===== config.mk =====
export PLATFORM = sky130hd
export DESIGN_NAME = carry_select_adder
export DESIGN_NICKNAME = d
export VERILOG_FILES = /design/src/rtl/carry_select_adder.sv
export SDC_FILE = /design/constraint.sdc
export NUM_CORES = 1
export LEC_CHECK = 0
export BUFFER_PORTS_ARGS = -buffer_cell sky130_fd_sc_hd__buf_2
export CORE_AREA = 2 2 39 41
export DETAILED_ROUTE_END_ITERATION = 8
export DIE_AREA = 0 0 41 43
export GPL_ROUTABILITY_DRIVEN = 0
export MAX_ROUTING_LAYER = met4
export PLACE_DENSITY = 0.68
export SYNTH_ARGS = -nofsm -noshare
export SYNTH_HDL_FRONTEND = slang
export SYNTH_SLANG_ARGS = --single-unit
export TNS_END_PERCENT = 10

===== constraint.sdc =====
create_clock -name clk -period 2.1 [get_ports clk]
set_input_delay 0.105 -clock clk [delete_from_list [all_inputs] [get_ports clk]]
set_output_delay 0.105 -clock clk [all_outputs]
set_load 0.05 [all_outputs]

===== src/rtl/carry_select_adder.sv =====
// Registered carry-select adder: {cout, sum} = a + b + cin, one result per clock.
// Define CSA_INPUT_REG_EN to add an input register stage (latency 2 instead of 1).
module carry_select_adder #(
    parameter int WIDTH = 6,
    parameter int BLK   = 2
) (
    input  logic             clk,
    input  logic             rst_n,
    input  logic [WIDTH-1:0] a,
    input  logic [WIDTH-1:0] b,
    input  logic             cin,
    input  logic             in_valid,
    output logic [WIDTH-1:0] sum,
    output logic             cout,
    output logic             out_valid
);

    localparam int NBLK = WIDTH / BLK;

    // Ripple of full adders; result is {carry_out, sum_bits}.
    function automatic logic [BLK:0] ripple_add(input logic [BLK-1:0] x,
                                                input logic [BLK-1:0] y,
                                                input logic           ci);
        logic           c;
        logic [BLK-1:0] s;
        c = ci;
        s = '0;
        for (int i = 0; i < BLK; i++) begin
            s[i] = x[i] ^ y[i] ^ c;
            c    = (x[i] & y[i]) | (c & (x[i] ^ y[i]));
        end
        return {c, s};
    endfunction

    logic [WIDTH-1:0] a_s;
    logic [WIDTH-1:0] b_s;
    logic             cin_s;
    logic             valid_s;

`ifdef CSA_INPUT_REG_EN
    logic [WIDTH-1:0] a_q, a_d;
    logic [WIDTH-1:0] b_q, b_d;
    logic             cin_q, cin_d;
    logic             in_valid_q, in_valid_d;

    always_comb begin
        a_d        = a;
        b_d        = b;
        cin_d      = cin;
        in_valid_d = in_valid;
    end

    always_ff @(posedge clk) begin
        if (!rst_n) begin
            a_q        <= '0;
            b_q        <= '0;
            cin_q      <= 1'b0;
            in_valid_q <= 1'b0;
        end else begin
            a_q        <= a_d;
            b_q        <= b_d;
            cin_q      <= cin_d;
            in_valid_q <= in_valid_d;
        end
    end

    assign a_s     = a_q;
    assign b_s     = b_q;
    assign cin_s   = cin_q;
    assign valid_s = in_valid_q;
`else
    assign a_s     = a;
    assign b_s     = b;
    assign cin_s   = cin;
    assign valid_s = in_valid;
`endif

    logic [NBLK:0]    blk_carry;
    logic [WIDTH-1:0] comb_sum;

    assign blk_carry[0] = cin_s;

    // Upper blocks precompute both carry-in cases so only a mux sits on the carry chain.
    for (genvar k = 0; k < NBLK; k++) begin : g_blk
        if (k == 0) begin : g_ripple
            assign {blk_carry[1], comb_sum[BLK-1:0]} =
                ripple_add(a_s[BLK-1:0], b_s[BLK-1:0], blk_carry[0]);
        end else begin : g_select
            logic [BLK:0] cand0;
            logic [BLK:0] cand1;
            assign cand0 = ripple_add(a_s[k*BLK +: BLK], b_s[k*BLK +: BLK], 1'b0);
            assign cand1 = ripple_add(a_s[k*BLK +: BLK], b_s[k*BLK +: BLK], 1'b1);
            assign {blk_carry[k+1], comb_sum[k*BLK +: BLK]} = blk_carry[k] ? cand1 : cand0;
        end
    end

    logic [WIDTH-1:0] sum_q, sum_d;
    logic             cout_q, cout_d;
    logic             out_valid_q, out_valid_d;

    always_comb begin
        sum_d       = sum_q;
        cout_d      = cout_q;
        out_valid_d = valid_s;
        if (valid_s) begin
            sum_d  = comb_sum;
            cout_d = blk_carry[NBLK];
        end
    end

    always_ff @(posedge clk) begin
        if (!rst_n) begin
            sum_q       <= '0;
            cout_q      <= 1'b0;
            out_valid_q <= 1'b0;
        end else begin
            sum_q       <= sum_d;
            cout_q      <= cout_d;
            out_valid_q <= out_valid_d;
        end
    end

    assign sum       = sum_q;
    assign cout      = cout_q;
    assign out_valid = out_valid_q;

endmodule


### Yosys cells after proc, flatten, opt, wreduce, memory -nomap -nowiden

Index checks and enable logic that the tools add are counted.
Widths: inputs -> output; s select.

| operators by class | value |
|---|---|
| muxes and demuxes | 2 |
| bitwise gates (word level) | 34 |

Operators with widths:

| cell | count |
|---|---|
| $and 1x1->1 | 12 |
| $xor 1x1->1 | 12 |
| $or 1x1->1 | 8 |
| $mux 3 | 2 |
| $not 1->1 | 2 |

| storage, ports and cells | value |
|---|---|
| register bits | 8 |
| output and inout bits | 8 |
| word-level logic and storage cells | 39 |

### Logic depth before layout (Yosys ltp)

Gate-level depths: netlist of the first run.

| logic depth | value |
|---|---|
| depth after elaboration | 7 |
| mapped depth | 11 |

### Worst setup path after synthesis of the first run

Ideal clock, no wire load.

| timing path | value |
|---|---|
| path kind | input -> register |
| start point | input a[0] |
| end point | register sum_q[5], in the netlist sum[5] |
| setup slack | -0.030 ns |
| buffers on the path | 0 |
| library setup time | 0.116 ns |
| arrival | 2.014 ns |
| stages on the path | 10 |
| path through | fa_1 -> inv_1 -> fa_1 -> o21ai_1 -> fa_1 -> nand2_1 -> o21ai_1 -> fa_1 -> nand2_1 -> o211a_1 |

| on the way | value |
|---|---|
| cells in the longest elaborated chain, start to end | 7 |

RTL lines:

| item | line | RTL |
|---|---|---|
| from (decl) | 9 | `input logic [WIDTH-1:0] a,` |
| $xor 1x1->1 | 30 | `c = (x[i] & y[i]) \| (c & (x[i] ^ y[i]));` |
| $and 1x1->1 | 30 |  |
| $or 1x1->1 * | 30 |  |
| $and 1x1->1 * | 30 |  |
| $or 1x1->1 * | 30 |  |
| $mux 3 * (2 in series) | 93 | `assign {blk_carry[k+1], comb_sum[k*BLK +: BLK]} = blk_carry[k] ? cand1 : cand0;` |
| to (signal assigned) | 117 | `sum_q <= sum_d;` |
| to (decl) | 97 | `logic [WIDTH-1:0] sum_q, sum_d;` |

Every way passes the cells marked *; elsewhere a longest branch is shown, timed or not.
A chain may end at the register's enable or synchronous reset.

### Final worst setup path of the first run

Ends and elaborated chain as after synthesis.

==> results of run 1 <==
-- state kept, by name, indices dropped and copies added (netlist names) --
register	count
sum	6
cout	1
out_valid	1
-- worst max-delay path, delay by kind of cell --
family | cells | cell delay [ns]
AND/OR/NAND/NOR | 3 | 0.21
AO/OA/AOI/OAI | 3 | 0.23
buffers and inverters | 2 | 0.13
adder cells (fa/ha/maj) | 4 | 1.47
-- area by class of cell --
type                            count  area [um^2]
Inverter                            9        33.78
Fill cell                         148        728.2
Multi-Input combinational cell     29        289.0
Timing Repair Buffer               25        130.1
Sequential cell                     8        160.2
Clock buffer                        3        22.52
Tap cell                           16        20.02
-- kinds of logic (layout without fill, tap and decap cells) --
logic type | Yosys count | count (layout) | share of synthesized area
AOI/OAI and AO/OA | 8 | 8 | 0.1230
xor gates and xnor gates | 2 | 2 | 0.03666
adders and majority gates | 8 | 8 | 0.2723
buffers and inverters | 10 | 37 | 0.09423
DFF | 8 | 8 | 0.3351
muxes | 2 | 2 | 0.04189
and+or+nand+nor | 9 | 9 | 0.09687
-- worst paths after layout --
path | slack (ns) | to | start
worst max-delay path | 0.08 | sum[5]$_SDFFE_PN0P_ | a[0]
worst min-delay path | 0.18 | sum[5]$_SDFFE_PN0P_ | rst_n
worst max register to register | 1.34 | sum[2]$_SDFFE_PN0P_ | sum[2]$_SDFFE_PN0P_
worst min register to register | 0.47 | sum[5]$_SDFFE_PN0P_ | sum[5]$_SDFFE_PN0P_
-- metal layers --
layer | track usage | share of wire | vias up
li1 | - | - | 201
met1 | 0.1140 | 0.39 | 180
met2 | 0.1781 | 0.53 | 12
met3 | 0.03141 | 0.072 | 0
met4 | 0.06000 | 0 | 0
met5 | - | 0 | -
-- synthesized netlist by cell type --
cell type,instances,share of area
inv_1,9,0.071
dfxtp_1,8,0.34
nand2_1,5,0.039
fa_1,4,0.17
ha_1,4,0.10
nor2b_1,3,0.039
o211a_1,3,0.063
o21ai_1,3,0.031
mux2i_1,2,0.042
xnor2_1,2,0.037
a21oi_1,1,0.010
a22o_1,1,0.018
and2_4,1,0.018
buf_6,1,0.024
-- power by group --
part	internal [mW]	switching (mW)	total [mW]
Clock	0.0650	0.0465	0.111
Sequential	0.167	0.00654	0.173
Combinational	0.0593	0.0957	0.155
Total	0.291	0.149	0.440
-- metrics by stage --
step	instance area, um^2	util
after CTS	634.4	0.4584
after global placement	611.8	0.4421
after global routing	655.6	0.4738
final	655.6	0.4738
after floorplan	480.5	-
after detailed placement	611.8	0.4421
-- repair_timing --
item,CTS,global route
hold buffers,0,0
gates resized for setup,0,6
endpoints found under the setup margin,0,1
setup buffers,0,1
endpoints found under the hold margin,0,0
==> metrics.md, run 1 <==
| Metric | Value |
|---|---|
| Core area | between 1000 and 1500 um^2 |
| Hold path cells | 2 |
| CP Launch Type | input port |
| CP peak stage delay | between 0.4 and 0.5 ns |
| Die Footprint | 1763 um^2 |
| Vias in the first global route | ~340 |
| Area growth syn-to-layout | 37.17% |
| Pin count of the biggest net entering global routing | 13 |
| Critical path arrival | around 2.2 ns |
| Max-Cap Viols | 0 |
| Ys Warns | 0 |
| Synth Register Bits | 8 |
| Post-route ant nets | 0 |
| R2R cell count | 2 |
| Worst hold slack | 0.1760 ns |
| Max-slew violations | 0 |
| Clock tree sinks | 8 |
| Fraction of layout cells with a size suffix above 1 | 0.4865 |
| Drt initial violations | 2 |
| Worst slew margin | 0.8314 |
| WS Path Type | in2reg |
| PD cells | between 600 and 700 nW/um^2 |
| Ant diodes | 0 |
| DP HPWL | about 710 um |
| Gr usage total | 0.1105 |
| Post-Syn Area | 478.0 um^2 |
| Rows | 14 |
| Worst Skew | 0 ns |
| Sum of negative setup slack | 0 ns |
| Slowest cell on crit path | fa_1 |
| Worst slack, placed | -0.2058 ns |
| Seq/Total Area, Yosys | 0.3351 |
| Htree depth | 1 |
| Clk_lat worst skew | 0.24 ns |
| Die W | slightly above 40 um |
| Final hold vios | 0 |
| Root Driver | clkbuf_4 |
| Longest Clk Path Bufs | 2 |
| Total gr overflow | 0 |
| Hold WC Path Type | in2reg |
| Max Freq | slightly below 500 MHz |
| Syn nets | 71 |
| Port Buf Inserts | 23 |
| Vias | ~390 |
| Syn Inst Count | 47 |
| Die Y | between 40 and 50 um |
| Commonest non-fill, non-tap cell in the layout | buf_2 |
| Non-Filler Instances | 90 |
| Clk slew on worst S/H paths | about 0.050 ns |
| Commonest non-fill, non-tap cells in the layout | buf_2 (23), inv_1 (8), dfxtp_1 (8) |
| Worst Setup Slack, final | approximately 0.084 ns |
| Cell mode on critical path | fa_2 |
| Status | finished clean |
| Crit share post-route | 0.9602 |
| First-pass GRT wire length | roughly 1300 um |
| IO Pins | 24 |
| Final setup vio count | 0 |
| Final nets | 100 |
| TritonCTS clock tree | built |
| Routed WL per cell | 9.289 um |
| Post-Place Cells | 86 |
| CP Capture Type | flip-flop |
| Clock buffer count from CTS | 3 |
| # DRC | 0 |
| Min Clock Period, post-route | between 2 and 2.5 ns |
| CP required | around 2.2 ns |
| Routed wire length | between 800 and 900 um |
| Cells along the critical path | buf_2 > fa_2 > inv_2 > fa_2 > nand2_2 > o21ai_2 > fa_2 > nand2_2 > o21ai_1 > fa_1 > nand2_1 > o211a_1 |
| Via/cell ratio | between 4 and 5 |
| Final Power | 439.5 uW |
| Count of different cell masters after synthesis | 14 |
| Mean area per synthesized cell | just over 10 um^2 |
| Pre-antenna DRT Iters | 2 |
| Initial antenna violation count | 0 |
| Initial Util | 0.3454 |
| Crit path max fanout | 3 |
| Worst slew pin tran | around 0.25 ns |
| Peak VDD IR | 0.2538 mV |
| Static leakage | around 0.37 nW |
Power figures use the tool's default switching activity.
==> inputs of run 2 (changes only) <==
ABC_CLOCK_PERIOD_IN_PS = 2100   (was not set)
GPL_ROUTABILITY_DRIVEN = not set   (was 0)
RECOVER_POWER = 100   (was not set)
==> run 2 against run 1 <==
Against the previous run:
- combinational power fell by 3%
- worst hold slack barely moved
- total power fell by 0.89%
- fmax barely moved
- die area did not move
- worst setup slack improved by 0.00053 ns
- largest cell class unchanged
==> metrics.md, run 2 (synthesized netlist as in run 1, its figures left out) <==
| Metric | Value |
|---|---|
| TritonCTS clock tree | built |
| Routed WL per cell | around 9.4 um |
| Static leakage | between 0.3 and 0.4 nW |
| IO Pins | 24 |
| Worst slew pin tran | ~0.61 ns |
| Via/cell ratio | 4.389 |
| Final nets | 100 |
| RD Place Congestion | between 0.6 and 0.7 |
| Vias | 395 |
| CP required | roughly 2.2 ns |
| Max-slew violations | 0 |
| Fraction of layout cells with a size suffix above 1 | 0.3784 |
| Commonest non-fill, non-tap cell in the layout | buf_2 |
| Routed wire length | about 850 um |
| Root Driver | clkbuf_4 |
| PD cells | 674.7 nW/um^2 |
| Crit share post-route | 0.9599 |
| CP Capture Type | flip-flop |
| Hold WC Path Type | in2reg |
| Min Clock Period, post-route | between 2 and 2.5 ns |
| Worst slew margin | 0.5943 |
| Core area | between 1000 and 1500 um^2 |
| Max Freq | just under 500 MHz |
| Max-Cap Viols | 0 |
| # DRC | 0 |
| Clk slew on worst S/H paths | roughly 0.050 ns |
| WS Path Type | in2reg |
| DP HPWL | approximately 700 um |
| Pre-antenna DRT Iters | 3 |
| Die W | 41 um |
| Area growth syn-to-layout | 35.08% |
| Clock buffer count from CTS | 3 |
| Initial Util | 0.3454 |
| Peak VDD IR | around 0.25 mV |
| Post-route ant nets | 0 |
| Crit path max fanout | 3 |
| Final hold vios | 0 |
| Die Footprint | between 1500 and 2000 um^2 |
| Commonest non-fill, non-tap cells in the layout | buf_2 (15), inv_1 (8), dfxtp_1 (8), clkbuf_1 (8), ha_1 (4) |
| Final setup vio count | 0 |
| Clk_lat worst skew | approximately 0.24 ns |
| Longest Clk Path Bufs | 2 |
| Pin count of the biggest net entering global routing | 13 |
| Initial antenna violation count | 0 |
| First-pass GRT wire length | between 1000 and 1500 um |
| Die Y | 43 um |
| Total gr overflow | 0 |
| Critical path arrival | ~2.2 ns |
| Rows | 14 |
| Drt initial violations | 1 |
| Gr usage total | 0.1105 |
| Ant diodes | 0 |
| Largest register FFs | 6 |
| Worst hold slack | about 0.18 ns |
| Htree depth | 1 |
| Status | finished clean |
| CP Launch Type | input port |
| Port Buf Inserts | 23 |
| Worst slack, placed | -0.2058 ns |
| Worst Setup Slack, final | 0.08411 ns |
| Vias in the first global route | between 300 and 400 |
| Clock tree sinks | 8 |
| Worst Skew | 0 ns |
-- run 2: cell count changes in the layout (fill, tap and decap cells not counted) --
cell,previous run,this run
clkbuf_1,0,8
buf_2,23,15
-- run 2: path summary, 6_finish.rpt --
check | from | to | slack (ns) | cells after the start
max reg2reg | sum[2]$_SDFFE_PN0P_ | sum[2]$_SDFFE_PN0P_ | 1.34 | 2
min reg2reg | sum[5]$_SDFFE_PN0P_ | sum[5]$_SDFFE_PN0P_ | 0.48 | 1
min | rst_n | sum[5]$_SDFFE_PN0P_ | 0.18 | 2
max | a[0] | sum[5]$_SDFFE_PN0P_ | 0.08 | 12
-- run 2: report_power, final --
group	switching (mW)	internal (mW)
Combinational	0.0957	0.0552
Sequential	0.00702	0.167
Clock	0.0461	0.0650
-- run 2: repair_timing --
item / in CTS / in global routing
buffers inserted: 0 / 1
hold buffers: 0 / 0
endpoints found under the setup margin: 0 / 1
resized for setup: 0 / 6
-- run 2: per-layer routing --
layer / vias up / GRT usage / wire length [um]
li1: 202 / - / -
met1: 181 / 0.1140 / 337
met2: 12 / 0.1781 / 448
met3: 0 / 0.03141 / 64
met4: 0 / 0.06000 / 0
met5: - / - / 0
-- run 2: area by class of cell --
cell class / instances / area, um^2
Timing Repair Buffer: 25 / 120.1
Fill cell: 148 / 738.2
Sequential cell: 8 / 160.2
Inverter: 9 / 33.78
Clock buffer: 3 / 22.52
Tap cell: 16 / 20.02
Multi-Input combinational cell: 29 / 289.0
-- run 2: metrics by stage --
| stage | area (um^2) | cells | total power, mW | util | setup TNS, ns |
|---|---|---|---|---|---|
| finish | 645.6 | 90 | 0.4356 | 0.4665 | 0 |
| global route | 645.6 | 90 | 0.4685 | 0.4665 | -0.002790 |
| CTS | 634.4 | 89 | 0.4453 | 0.4584 | 0 |
| detailed placement | 611.8 | 86 | 0.3253 | 0.4421 | -0.2764 |
| global placement | 611.8 | 86 | 0.3213 | 0.4421 | -0.2118 |
| floorplan | 480.5 | 47 | 0.2821 | - | 0 |
-- run 2: critical path: stages --
cell     delay, ns
buf_2         0.09
fa_2          0.19
inv_2         0.04
fa_2          0.41
nand2_2       0.08
o21ai_2       0.06
fa_2          0.39
nand2_2       0.08
o21ai_1       0.07
fa_1          0.48
nand2_1       0.05
o211a_1       0.10
==> inputs of run 3 (changes only) <==
RECOVER_POWER = 25   (was 100)
==> run 3 against run 2 <==
Against the previous run:
- first-iteration DRC count increased by 100%
- critical path depth unchanged
- non-clock buffer count unchanged
- fmax about the same
- worst hold slack about the same
- sequential power about the same
- critical endpoint unchanged
- global-route usage unchanged
==> metrics.md, run 3 (synthesized netlist as in run 1, its figures left out) <==
| Metric | Value |
|---|---|
| PD cells | about 670 nW/um^2 |
| Worst slew pin tran | between 0.5 and 0.6 ns |
| Worst Skew | 0 ns |
| CP peak stage delay | approximately 0.48 ns |
| Worst Setup Slack, final | 0.08356 ns |
| Static leakage | 0.3669 nW |
| Crit share post-route | 0.9602 |
| RD Place Congestion | between 0.6 and 0.7 |
| Status | finished clean |
| First-pass GRT wire length | about 1300 um |
| Peak VDD IR | approximately 0.25 mV |
| Worst slew margin | 0.6100 |
| Hold WC Path Type | in2reg |
| Max-slew violations | 0 |
| Via/cell ratio | approximately 4.4 |
| Drt initial violations | 2 |
| Clk slew on worst S/H paths | about 0.05 ns |
| Gr usage total | 0.1105 |
| Routed wire length | 836 um |
| DP HPWL | ~710 um |
| Non-Filler Instances | 90 |
| Clock buffer count from CTS | 3 |
| Ant diodes | 0 |
| CP Launch Type | input port |
| Die W | a little over 40 um |
| Pin count of the biggest net entering global routing | 13 |
| Dpl cell area | 611.8 um^2 |
| Commonest non-fill, non-tap cell in the layout | buf_2 |
| Die Footprint | between 1500 and 2000 um^2 |
| Core area | roughly 1400 um^2 |
| Layout fillers | around 150 |
| Final nets | 100 |
| Cells along the critical path | buf_2 > fa_2 > inv_2 > fa_2 > nand2_2 > o21ai_2 > fa_2 > nand2_2 > o21ai_1 > fa_1 > nand2_1 > o211a_1 |
| Final hold vios | 0 |
| Max-Cap Viols | 0 |
| Min Clock Period, post-route | 2.016 ns |
| Slowest cell on crit path | fa_1 |
| Root Driver | clkbuf_4 |
| Port Buf Inserts | 23 |
| Final setup vio count | 0 |
| Total gr overflow | 0 |
| Largest register FFs | 6 |
| Vias in the first global route | between 300 and 400 |
| Initial Util | 0.3454 |
| Htree depth | 1 |
| Worst slack, placed | -0.2058 ns |
| Crit path max fanout | 3 |
| Initial antenna violation count | 0 |
| # DRC | 0 |
| Cell mode on critical path | fa_2 |
| Post-Place Cells | 86 |
| Longest Clk Path Bufs | 2 |
| Clk_lat worst skew | 0.24 ns |
| Die Y | ~43 um |
| Max Freq | about 500 MHz |
| Area growth syn-to-layout | 36.91% |
| Commonest non-fill, non-tap cells in the layout | buf_2 (22), inv_1 (8), dfxtp_1 (8) |
| Post-route ant nets | 0 |
| Routed WL per cell | 9.289 um |
| Vias | between 300 and 400 |
| TritonCTS clock tree | built |
| CP required | ~2.2 ns |
| CP Capture Type | flip-flop |
| IO Pins | 24 |
| Critical path arrival | approximately 2.2 ns |
| Fraction of layout cells with a size suffix above 1 | 0.4730 |
| Rows | 14 |
| Clock tree sinks | 8 |
| Fin area | about 650 um^2 |
| Pre-antenna DRT Iters | 2 |
| WS Path Type | in2reg |
| Flop2flop setup slack | 1.34 ns |
-- run 3: cell count changes in the layout (fill, tap and decap cells not counted), sizes merged --
| cell | change |
|---|---|
| buf | +7 |
| clkbuf | -7 |
-- run 3: power by group --
group          switching [mW]  total (mW)  internal [mW]
Sequential            0.00657       0.173          0.167
Clock                  0.0465       0.111         0.0650
Combinational          0.0956       0.155         0.0590
Total                   0.149       0.439          0.291
-- run 3: cell type report --
type	count	area, um^2	area share
multi-input cells	29	289.0	0.4417
flip-flops and latches	8	160.2	0.2447
repair buffers	25	128.9	0.1969
inverters	9	33.78	0.05163
clock buffers	3	22.52	0.03442
well taps	16	20.02	0.03059
-- run 3: worst max-delay path, delay by kind of cell --
family                   cells  cell delay [ns]
buffers and inverters        2             0.13
AO/OA/AOI/OAI                3             0.23
adder cells (fa/ha/maj)      4             1.47
AND/OR/NAND/NOR              3             0.21
-- run 3: path summary, 6_finish.rpt --
kind,start,endpoint,cells after the start
setup / recovery,a[0],sum[5]$_SDFFE_PN0P_,12
hold / removal,rst_n,sum[5]$_SDFFE_PN0P_,2
setup reg to reg,sum[2]$_SDFFE_PN0P_,sum[2]$_SDFFE_PN0P_,2
hold reg to reg,sum[5]$_SDFFE_PN0P_,sum[5]$_SDFFE_PN0P_,1
-- run 3: per-stage QoR --
stage | TNS [ns] | hold WS (ns) | power, mW | utilization
final | 0 | 0.1760 | 0.4392 | 0.4729
after global routing | -0.002790 | 0.1843 | 0.4719 | 0.4729
after CTS | 0 | 0.1609 | 0.4453 | 0.4584
after detailed placement | -0.2764 | 0.4259 | 0.3253 | 0.4421
after global placement | -0.2118 | 0.4310 | 0.3213 | 0.4421
after floorplan | 0 | 0.2332 | 0.2821 | -
-- run 3: routing by layer --
metal	share of wire	wire length, um	up-vias	track usage
met3	0.072	60	0	0.03141
li1	-	-	201	-
met4	0	0	0	0.06000
met5	0	0	-	-
met2	0.53	446	12	0.1781
met1	0.39	328	180	0.1140
-- run 3: what timing repair did --
action,CTS,global route
gates resized for setup,0,6
hold buffers,0,0
buffers inserted,0,1
setup endpoints to repair,0,1
